### config.mk
export PLATFORM = sky130hd
export DESIGN_NAME = ftdi_fifo_emu
export DESIGN_NICKNAME = d
export VERILOG_FILES = /design/src/rtl/ftdi_fifo_emu.sv
export SDC_FILE = /design/constraint.sdc
export NUM_CORES = 1
export LEC_CHECK = 0
export CAP_MARGIN = 15
export CELL_PAD_IN_SITES_DETAIL_PLACEMENT = 1
export CELL_PAD_IN_SITES_GLOBAL_PLACEMENT = 2
export CORE_ASPECT_RATIO = 0.5
export CORE_MARGIN = 1
export CORE_UTILIZATION = 40
export DETAILED_ROUTE_END_ITERATION = 8
export GPL_TIMING_DRIVEN = 0
export PLACE_DENSITY = 0.75
export SYNTH_ARGS = -nofsm -noshare
export SYNTH_HDL_FRONTEND = slang
export SYNTH_SLANG_ARGS = --single-unit
export TNS_END_PERCENT = 1
### constraint.sdc
create_clock -name in_clk -period 9.1 [get_ports in_clk]
set_input_delay 2.275 -clock in_clk [delete_from_list [all_inputs] [get_ports in_clk]]
set_output_delay 2.275 -clock in_clk [all_outputs]
set_load 0.005 [all_outputs]
### src/rtl/ftdi_fifo_emu.sv
// ftdi_fifo_emu: device-side FT245-style FIFO responder.
// The host pushes bytes into the RX FIFO, and the controller drains them with rd_n pulses.
// The controller fills the TX FIFO with wr_n pulses, and the host drains it over a valid/ready port.
module ftdi_fifo_emu #(
  parameter int unsigned DEPTH_LOG2   = 4,
  parameter int unsigned RXF_RECOVERY = 2,
  parameter int unsigned TXE_RECOVERY = 2
) (
  input  logic                in_clk,
  input  logic                in_reset_n,
  input  logic                in_ftdi_rd_n,
  input  logic                in_ftdi_wr_n,
  input  logic [7:0]          in_ftdi_data,
  output logic [7:0]          out_ftdi_data,
  output logic                out_ftdi_data_oe,
  output logic                out_ftdi_rxf_n,
  output logic                out_ftdi_txe_n,
  input  logic [7:0]          in_host_data,
  input  logic                in_host_valid,
  output logic                out_host_ready,
  output logic [7:0]          out_host_data,
  output logic                out_host_valid,
  input  logic                in_host_ready,
  output logic [DEPTH_LOG2:0] out_rx_count,
  output logic [DEPTH_LOG2:0] out_tx_count,
  output logic                out_proto_err
);

  localparam int unsigned DEPTH = 1 << DEPTH_LOG2;
  localparam int unsigned PW    = DEPTH_LOG2 + 1;
  localparam logic [PW-1:0] FULL     = PW'(DEPTH);
  localparam logic [7:0]    RXF_LAST = 8'(RXF_RECOVERY - 1);
  localparam logic [7:0]    TXE_LAST = 8'(TXE_RECOVERY - 1);

  typedef enum logic [1:0] {R_IDLE, R_ACTIVE, R_RECOVER} rstate_t;
  typedef enum logic [1:0] {W_IDLE, W_LOW, W_RECOVER} wstate_t;

  // FIFO storage and pointers
  logic [7:0]    rx_mem [DEPTH];
  logic [7:0]    tx_mem [DEPTH];
  logic [PW-1:0] rx_wptr, rx_rptr, tx_wptr, tx_rptr;
  logic [PW-1:0] rx_count, tx_count;
  logic          rx_push, rx_pop, tx_push, tx_pop;
  logic          alive;

  // Strobe history and edge detection
  logic rd_prev, wr_prev;
  logic rd_fall, rd_rise, wr_fall, wr_rise;

  // Read side
  rstate_t    rstate, rstate_nxt;
  logic       rxf_n, rxf_n_nxt;
  logic       oe, oe_nxt;
  logic [7:0] rdata, rdata_nxt;
  logic [7:0] rcnt, rcnt_nxt;
  logic       rd_err;

  // Write side
  wstate_t    wstate, wstate_nxt;
  logic       txe_n, txe_n_nxt;
  logic [7:0] wcnt, wcnt_nxt;
  logic       wr_err;

  logic proto_err;

  assign rx_count = rx_wptr - rx_rptr;
  assign tx_count = tx_wptr - tx_rptr;

  assign rd_fall = rd_prev && !in_ftdi_rd_n;
  assign rd_rise = !rd_prev && in_ftdi_rd_n;
  assign wr_fall = wr_prev && !in_ftdi_wr_n;
  assign wr_rise = !wr_prev && in_ftdi_wr_n;

  assign out_host_ready = alive && (rx_count != FULL);
  assign rx_push        = in_host_valid && out_host_ready;
  assign out_host_valid = (tx_count != '0);
  assign tx_pop         = out_host_valid && in_host_ready;
  assign out_host_data  = tx_mem[tx_rptr[DEPTH_LOG2-1:0]];

  assign out_ftdi_data    = rdata;
  assign out_ftdi_data_oe = oe;
  assign out_ftdi_rxf_n   = rxf_n;
  assign out_ftdi_txe_n   = txe_n;
  assign out_rx_count     = rx_count;
  assign out_tx_count     = tx_count;
  assign out_proto_err    = proto_err;

  // FIFO storage writes (no reset needed; pointers define validity)
  always_ff @(posedge in_clk) begin
    if (rx_push) rx_mem[rx_wptr[DEPTH_LOG2-1:0]] <= in_host_data;
    if (tx_push) tx_mem[tx_wptr[DEPTH_LOG2-1:0]] <= in_ftdi_data;
  end

  // FIFO pointers, host-ready enable and strobe history
  always_ff @(posedge in_clk or negedge in_reset_n) begin
    if (!in_reset_n) begin
      rx_wptr <= '0;
      rx_rptr <= '0;
      tx_wptr <= '0;
      tx_rptr <= '0;
      alive   <= 1'b0;
      rd_prev <= 1'b1;
      wr_prev <= 1'b1;
    end else begin
      alive   <= 1'b1;
      rd_prev <= in_ftdi_rd_n;
      wr_prev <= in_ftdi_wr_n;
      if (rx_push) rx_wptr <= rx_wptr + 1'b1;
      if (rx_pop)  rx_rptr <= rx_rptr + 1'b1;
      if (tx_push) tx_wptr <= tx_wptr + 1'b1;
      if (tx_pop)  tx_rptr <= tx_rptr + 1'b1;
    end
  end

  // Read FSM next state and registered bus outputs
  always_comb begin
    rstate_nxt = rstate;
    rxf_n_nxt  = rxf_n;
    oe_nxt     = oe;
    rdata_nxt  = rdata;
    rcnt_nxt   = rcnt;
    rx_pop     = 1'b0;
    rd_err     = rd_fall && rxf_n;
    case (rstate)
      R_IDLE: begin
        rxf_n_nxt = (rx_count == '0);
        if (rd_fall && !rxf_n) begin
          rstate_nxt = R_ACTIVE;
          rxf_n_nxt  = 1'b0;
          oe_nxt     = 1'b1;
          rdata_nxt  = rx_mem[rx_rptr[DEPTH_LOG2-1:0]];
        end
      end
      R_ACTIVE: begin
        if (rd_rise) begin
          rstate_nxt = R_RECOVER;
          rx_pop     = 1'b1;
          oe_nxt     = 1'b0;
          rxf_n_nxt  = 1'b1;
          rcnt_nxt   = '0;
        end
      end
      R_RECOVER: begin
        // The last recovery cycle already reloads rxf_n so it is high for exactly RXF_RECOVERY cycles
        if (rcnt == RXF_LAST) begin
          rstate_nxt = R_IDLE;
          rxf_n_nxt  = (rx_count == '0);
        end else begin
          rcnt_nxt = rcnt + 8'd1;
        end
      end
      default: rstate_nxt = R_IDLE;
    endcase
  end

  // Read FSM state register
  always_ff @(posedge in_clk or negedge in_reset_n) begin
    if (!in_reset_n) begin
      rstate <= R_IDLE;
      rxf_n  <= 1'b1;
      oe     <= 1'b0;
      rdata  <= '0;
      rcnt   <= '0;
    end else begin
      rstate <= rstate_nxt;
      rxf_n  <= rxf_n_nxt;
      oe     <= oe_nxt;
      rdata  <= rdata_nxt;
      rcnt   <= rcnt_nxt;
    end
  end

  // Write FSM next state; the byte is captured on the same cycle as the falling edge
  always_comb begin
    wstate_nxt = wstate;
    txe_n_nxt  = txe_n;
    wcnt_nxt   = wcnt;
    tx_push    = 1'b0;
    wr_err     = wr_fall && txe_n;
    case (wstate)
      W_IDLE: begin
        txe_n_nxt = (tx_count == FULL);
        if (wr_fall && !txe_n) begin
          wstate_nxt = W_LOW;
          tx_push    = (tx_count != FULL);
          txe_n_nxt  = 1'b1;
        end
      end
      W_LOW: begin
        if (wr_rise) begin
          wstate_nxt = W_RECOVER;
          wcnt_nxt   = '0;
        end
      end
      W_RECOVER: begin
        if (wcnt == TXE_LAST) begin
          wstate_nxt = W_IDLE;
          txe_n_nxt  = (tx_count == FULL);
        end else begin
          wcnt_nxt = wcnt + 8'd1;
        end
      end
      default: wstate_nxt = W_IDLE;
    endcase
  end

  // Write FSM state register
  always_ff @(posedge in_clk or negedge in_reset_n) begin
    if (!in_reset_n) begin
      wstate <= W_IDLE;
      txe_n  <= 1'b1;
      wcnt   <= '0;
    end else begin
      wstate <= wstate_nxt;
      txe_n  <= txe_n_nxt;
      wcnt   <= wcnt_nxt;
    end
  end

  // Sticky protocol error: bad strobes or a write while this block drives the bus
  always_ff @(posedge in_clk or negedge in_reset_n) begin
    if (!in_reset_n) begin
      proto_err <= 1'b0;
    end else if (rd_err || wr_err || (!in_ftdi_wr_n && oe)) begin
      proto_err <= 1'b1;
    end
  end

endmodule

Word-level counts from Yosys, hierarchy flattened --
Memories as Yosys holds them, arrays and structs flattened. A register that Yosys moved wholly into a read port is not among the register bits. Cells that the tools add are included.
Word-level totals: flip-flop bits (word level) 47, RAM bits 256, input port bits 22, output and inout port bits 32, logic and storage cells 112, memories 2
Memories:
- rx_mem | depth 16, bits a word 8, read ports 1, clocked after memory_dff 1, write ports 1, line 39 | logic [7:0] rx_mem [DEPTH];
- tx_mem | depth 16, bits a word 8, read ports 1, clocked after memory_dff 0, write ports 1, line 40 | logic [7:0] tx_mem [DEPTH];
Operators by class: $add $sub $neg 8, equal/unequal tests 17, multiplexer cells 32, reductions and logical operators 38
Operators by type and width (count):
- 8-bit two-way mux | 4
- 8-bit one-hot mux with 2 select lines | 2
- 5-bit by 1-bit adder with 5-bit output (second input constant) | 4
- 3-bit AND reduction | 6
- 8-bit by 1-bit adder with 8-bit output (second input constant) | 2
- 8-bit by 1-bit == test with 1-bit output (second input constant) | 2
- 2-bit inequality test (second input constant) | 8
- 1-bit two-way mux | 15
- 1-bit logical AND | 12
- 2-bit two-way mux | 6
- 2-bit one-hot mux with 3 select lines | 2
- 5-bit inequality test (second input constant) | 2
- 5-bit subtractor | 2
- 2-bit nonzero test | 4
- 1-bit logical NOT | 7
- 5-bit == test (second input constant) | 1
- 5-bit logical NOT | 1
- 5-bit nonzero test | 1
- 2-bit by 1-bit == test with 1-bit output (second input constant) | 2
- 2-bit == test (second input constant) | 2
- 2-bit logical NOT | 2
- 1-bit one-hot mux with 2 select lines | 2
- 2-bit AND reduction | 2
- 1-bit one-hot mux with 3 select lines | 1
- other kinds (2) | 3

Logic depth before layout (Yosys ltp) --
Gate-level depths: netlist of the first run.
word-level depth 7, depth in mapped cells 12, gate-level depth less buffers 9

Least setup slack after synthesis of the first run --
No wires, ideal clock.
path kind flip-flop to output port, start point register tx_rptr[2], end point output port out_host_valid, arrival 2.290 ns, data required time 6.825 ns, setup slack 4.535 ns, cell stages (with the launch flop) 10, cells stage by stage dfrtp_1 -> buf_2 -> buf_2 -> buf_1 -> inv_2 -> ha_1 -> a21oi_1 -> nand2_1 -> o31ai_4 -> nand2_1
On the way: word-level cells in the longest chain between the ends 2
Ends and longest elaborated chain:
- from (decl) | line 41 | logic [PW-1:0] rx_wptr, rx_rptr, tx_wptr, tx_rptr;
- from (signal assigned) | line 111 | if (tx_pop) tx_rptr <= tx_rptr + 1'b1;
- 5-bit subtractor | line 67 | assign tx_count = tx_wptr - tx_rptr;
- 5-bit nonzero test | line 76 | assign out_host_valid = (tx_count != '0);
- to (decl) | line 22 | output logic out_host_valid,
Every way passes these cells.

Final worst setup path of the first run --
Same ends and word-level chain as after synthesis.

==> results.toml, run 1 <==
[outcome]
outcome = "completed"

[finish]
mostFrequentLayoutCells = "edfxtp_1 (256), nand2_1 (72), mux4_2 (64)"
final_layout_size_suffix_gt1_frac = 0.176
nFillCells = 3060
antenna_cells = 0
multi_input_area_um2 = 3800
area_delta_synth_final_pct = 15.8
final_area_um2 = 15200
seqCellArea_um2 = 9070
fin_nets = 913
final_common_cell = "edfxtp_1"

[critical_path]
cp_data_required_time_ps = 6830
cp_cell_sequence = "buf_2 > buf_2 > buf_1 > inv_2 > ha_1 > a21oi_1 > nand2_1 > o31ai_4 > nand2_1 > clkdlybuf4s50_1"
cp_num_buf_inv = 5
endpoint_kind = "output pin"
worstPathArrival_ps = 4120
worst_path_max_delay_cell = "o31ai_4"
cp-start-kind = "flop"
path_class = "reg -> out"
slowest_delay_ps = 570
cp_max_fo = 10
crit_family = "buffers and inverters"

[global_routing]
grt_pass1_vias = 7606
grt_max_degree = 56
grt_pass1_wl_mm = 45.9
antenna_found_initial = 0
track_usage = 0.184
grt_overflow = 0

[timing]
setup_viol = 0
max-slew-margin-rel = 0.314
timing.setup.tns_ps = 0
slew_viol_final = 0
fin_crit_sh = 0.703
hold_viol = 0
rsz0062_at_grt = "no"
layout_min_cycle_time_ps = 6400
max_freq_mhz = 156
worstMarginPinSlew_ps = 1020
finalClockSkew_ps = 10.5

[yosys]
ys_ff_latch = 311
yosysSeqAreaShare = 0.692
syn_area_um2 = 13100
synth_cell_type_count = 59
synth_cells = 775
synth_edf_count = 256
synth_warnings = 0
synthFlopType = "edfxtp_1"
synth-async-reset-ratio = 0.177
syn_area_per_cell_um2 = 16.9
synth_nets = 826

[routing]
drc_errors = 0
vias = 6992
wl_mm = 29.9
dr.pass1.iters = 5
via_per_inst = 5.31
drt_iter0_drc = 472
postRouteAntennaNets = 0
wire_per_inst_um = 22.7

[hold_path]
hp-class = "reg -> reg"

[floorplanning]
num_rows = 46
die_h_um = 130
die_area_um2 = 33500
ios = 54
coreArea_um2 = 31900
die_w_um = 258
initial_utilization = 0.410

[power_and_ir_drop]
peakVddDrop_mv = 0.144
power_mw = 4.84
powerDensity_nw_per_um2 = 319
p_leak_nw = 5.40

[clocking]
path_clk_slew_ps = 60
cts-buffers-inserted = 29
htree_levels = 1
ctsResizeCount = 0
clock_latency_ps = 550
clkSinkCount = 311
root_buffer = "clkbuf_16"
hold_buffers = 0
cts_tree = "yes"
post_cts_buffers = 0
cts_buffer_depth = 3

[flow_run]
maxCapViolCount = 0

[placed_design]
place_area_um2 = 14200
hpwl_mm = 19.9
globalplace.congestion = 0.749
port_buffers = 53
state kept, by name, indices dropped and copies added, names as in the netlist, 2 cells and up:
| register | count |
|---|---|
| out_ftdi_data | 8 |
| rcnt | 8 |
| rstate | 2 |
| rx_mem | 128 |
| rx_rptr | 5 |
| rx_wptr | 5 |
| tx_mem | 128 |
| tx_rptr | 5 |
| tx_wptr | 5 |
| wcnt | 8 |
| wstate | 2 |
layout make-up:
type | count | area share
Sequential cell | 311 | 0.598
Inverter | 25 | 0.00618
Clock inverter | 9 | 0.00816
Multi-Input combinational cell | 412 | 0.251
Timing Repair Buffer | 56 | 0.0361
Buffer | 27 | 0.0101
Clock buffer | 44 | 0.0555
Tap cell | 432 | 0.0356
power breakdown:
group / switching [mW] / leakage [nW] / internal (mW)
clock: 0.522 / 0.474 / 0.722
combinational: 0.937 / 1.93 / 0.847
sequential: 0.123 / 2.99 / 1.69
total: 1.58 / 5.40 / 3.26
Yosys cell counts, types with 5 or more instances:
cell      number  area share
buf_2          6      0.0023
and3_1        32       0.015
clkbuf_1       7      0.0020
mux2i_1       11      0.0084
xnor2_1       11      0.0073
mux4_2        64        0.11
buf_1          5      0.0014
edfxtp_1     256        0.59
nand2b_1       6      0.0029
a31oi_1        9      0.0043
nand3_1       13      0.0050
inv_1         20      0.0057
xor2_1        21       0.014
nor2_1        24      0.0069
and2_1         6      0.0029
nor2b_1        6      0.0029
and3_2         6      0.0034
ha_1          27       0.026
dfrtp_1       51       0.097
o21ai_0        8      0.0031
a221o_1        8      0.0061
nor3_1        13      0.0050
nand2_1       72       0.021
buf_4          6      0.0034
a21oi_1       26      0.0099
nand4_1        6      0.0029
worst reg2reg max path, stage by stage, from the launching register on:
cell      delay, ps
dfrtp_1         320
buf_2           250
buf_2           350
buf_1           480
inv_2           260
ha_1            430
nand2b_1         80
a21oi_1         220
xor2_2          360
inv_2           170
a21boi_4        300
buf_6           180
and3_1          530
metrics by stage:
| stage | setup slack [ps] | hold WS [ps] | cells | utilization |
|---|---|---|---|---|
| floorplan | 4530 | 460 | 775 | - |
| global placement | 3200 | 473 | 1260 | 0.444 |
| detailed placement | 3190 | 480 | 1263 | 0.445 |
| CTS | 2580 | 489 | 1316 | 0.475 |
| global route | 2410 | 496 | 1316 | 0.475 |
| finish | 2700 | 484 | 1316 | 0.475 |
layer usage:
metal | up-vias | track usage | routed length, um | part of all wire
met5 | - | 0 | 0 | 0
met4 | 0 | 0.0386 | 496 | 0.017
met3 | 36 | 0.0330 | 1160 | 0.039
met2 | 114 | 0.330 | 15200 | 0.51
met1 | 3659 | 0.236 | 13000 | 0.44
li1 | 3183 | - | - | -
final timing paths:
| check | start | to | slack [ps] | cells past startpoint |
|---|---|---|---|---|
| worst min register to register | rx_wptr[4]$_DFFE_PN0P_ | rx_wptr[4]$_DFFE_PN0P_ | 480 | 1 |
| min in group asynchronous | in_reset_n | rcnt[6]$_DFFE_PN0P_ | 1810 | 1 |
| max in group asynchronous | in_reset_n | rx_wptr[1]$_DFFE_PN0P_ | 6780 | 1 |
| worst min-delay path | rx_wptr[4]$_DFFE_PN0P_ | rx_wptr[4]$_DFFE_PN0P_ | 480 | 1 |
| worst max register to register | tx_rptr[2]$_DFFE_PN0P_ | tx_mem[2][1]$_DFFE_PP_ | 4830 | 12 |
| worst max-delay path | tx_rptr[2]$_DFFE_PN0P_ | out_host_valid | 2700 | 10 |
kinds of logic (layout without fill, tap and decap cells):
group	Yosys count	in the layout	synth area share
buffers and inverters	52	161	0.0189
multiplexers	79	79	0.122
adder cells (fa/ha/maj)	29	29	0.0288
AND/OR/NAND/NOR	202	202	0.0786
XOR/XNOR	33	33	0.0226
flip-flops	311	311	0.692
AO/OA/AOI/OAI	68	68	0.0368
other	1	1	0.000286
Power figures use the tool's default switching activity.
==> run 2: changes to the inputs <==
==> constraint.sdc (replaced) <==
create_clock -name in_clk -period 6.29 [get_ports in_clk]
set_input_delay 1.5725 -clock in_clk [delete_from_list [all_inputs] [get_ports in_clk]]
set_output_delay 1.5725 -clock in_clk [all_outputs]
set_load 0.005 [all_outputs]
==> results of run 2 <==
The final DEF is identical to that of run 1. Status: completed.
Among the figures that moved: setup slack after placement 3190 ps -> 1080 ps; setup slack after layout 2700 ps -> 595 ps; register-to-register setup slack 4830 ps -> 2020 ps; total power 4.84 mW -> 7.00 mW; worst IR drop on VDD 0.144 mV -> 0.208 mV
==> run 3: changes to the inputs <==
--- a/config.mk
+++ b/config.mk
@@ -13,7 +13,9 @@
 export CORE_UTILIZATION = 40
 export DETAILED_ROUTE_END_ITERATION = 8
 export GPL_TIMING_DRIVEN = 0
+export HOLD_SLACK_MARGIN = 0.06
 export PLACE_DENSITY = 0.75
+export SETUP_SLACK_MARGIN = 0.02
 export SYNTH_ARGS = -nofsm -noshare
 export SYNTH_HDL_FRONTEND = slang
 export SYNTH_SLANG_ARGS = --single-unit
==> results of run 3 <==
The final DEF is identical to that of run 1. Status: completed.
Among the figures that moved: setup slack after placement 3190 ps -> 1080 ps; setup slack after layout 2700 ps -> 595 ps; register-to-register setup slack 4830 ps -> 2020 ps; total power 4.84 mW -> 7.00 mW; worst IR drop on VDD 0.144 mV -> 0.208 mV
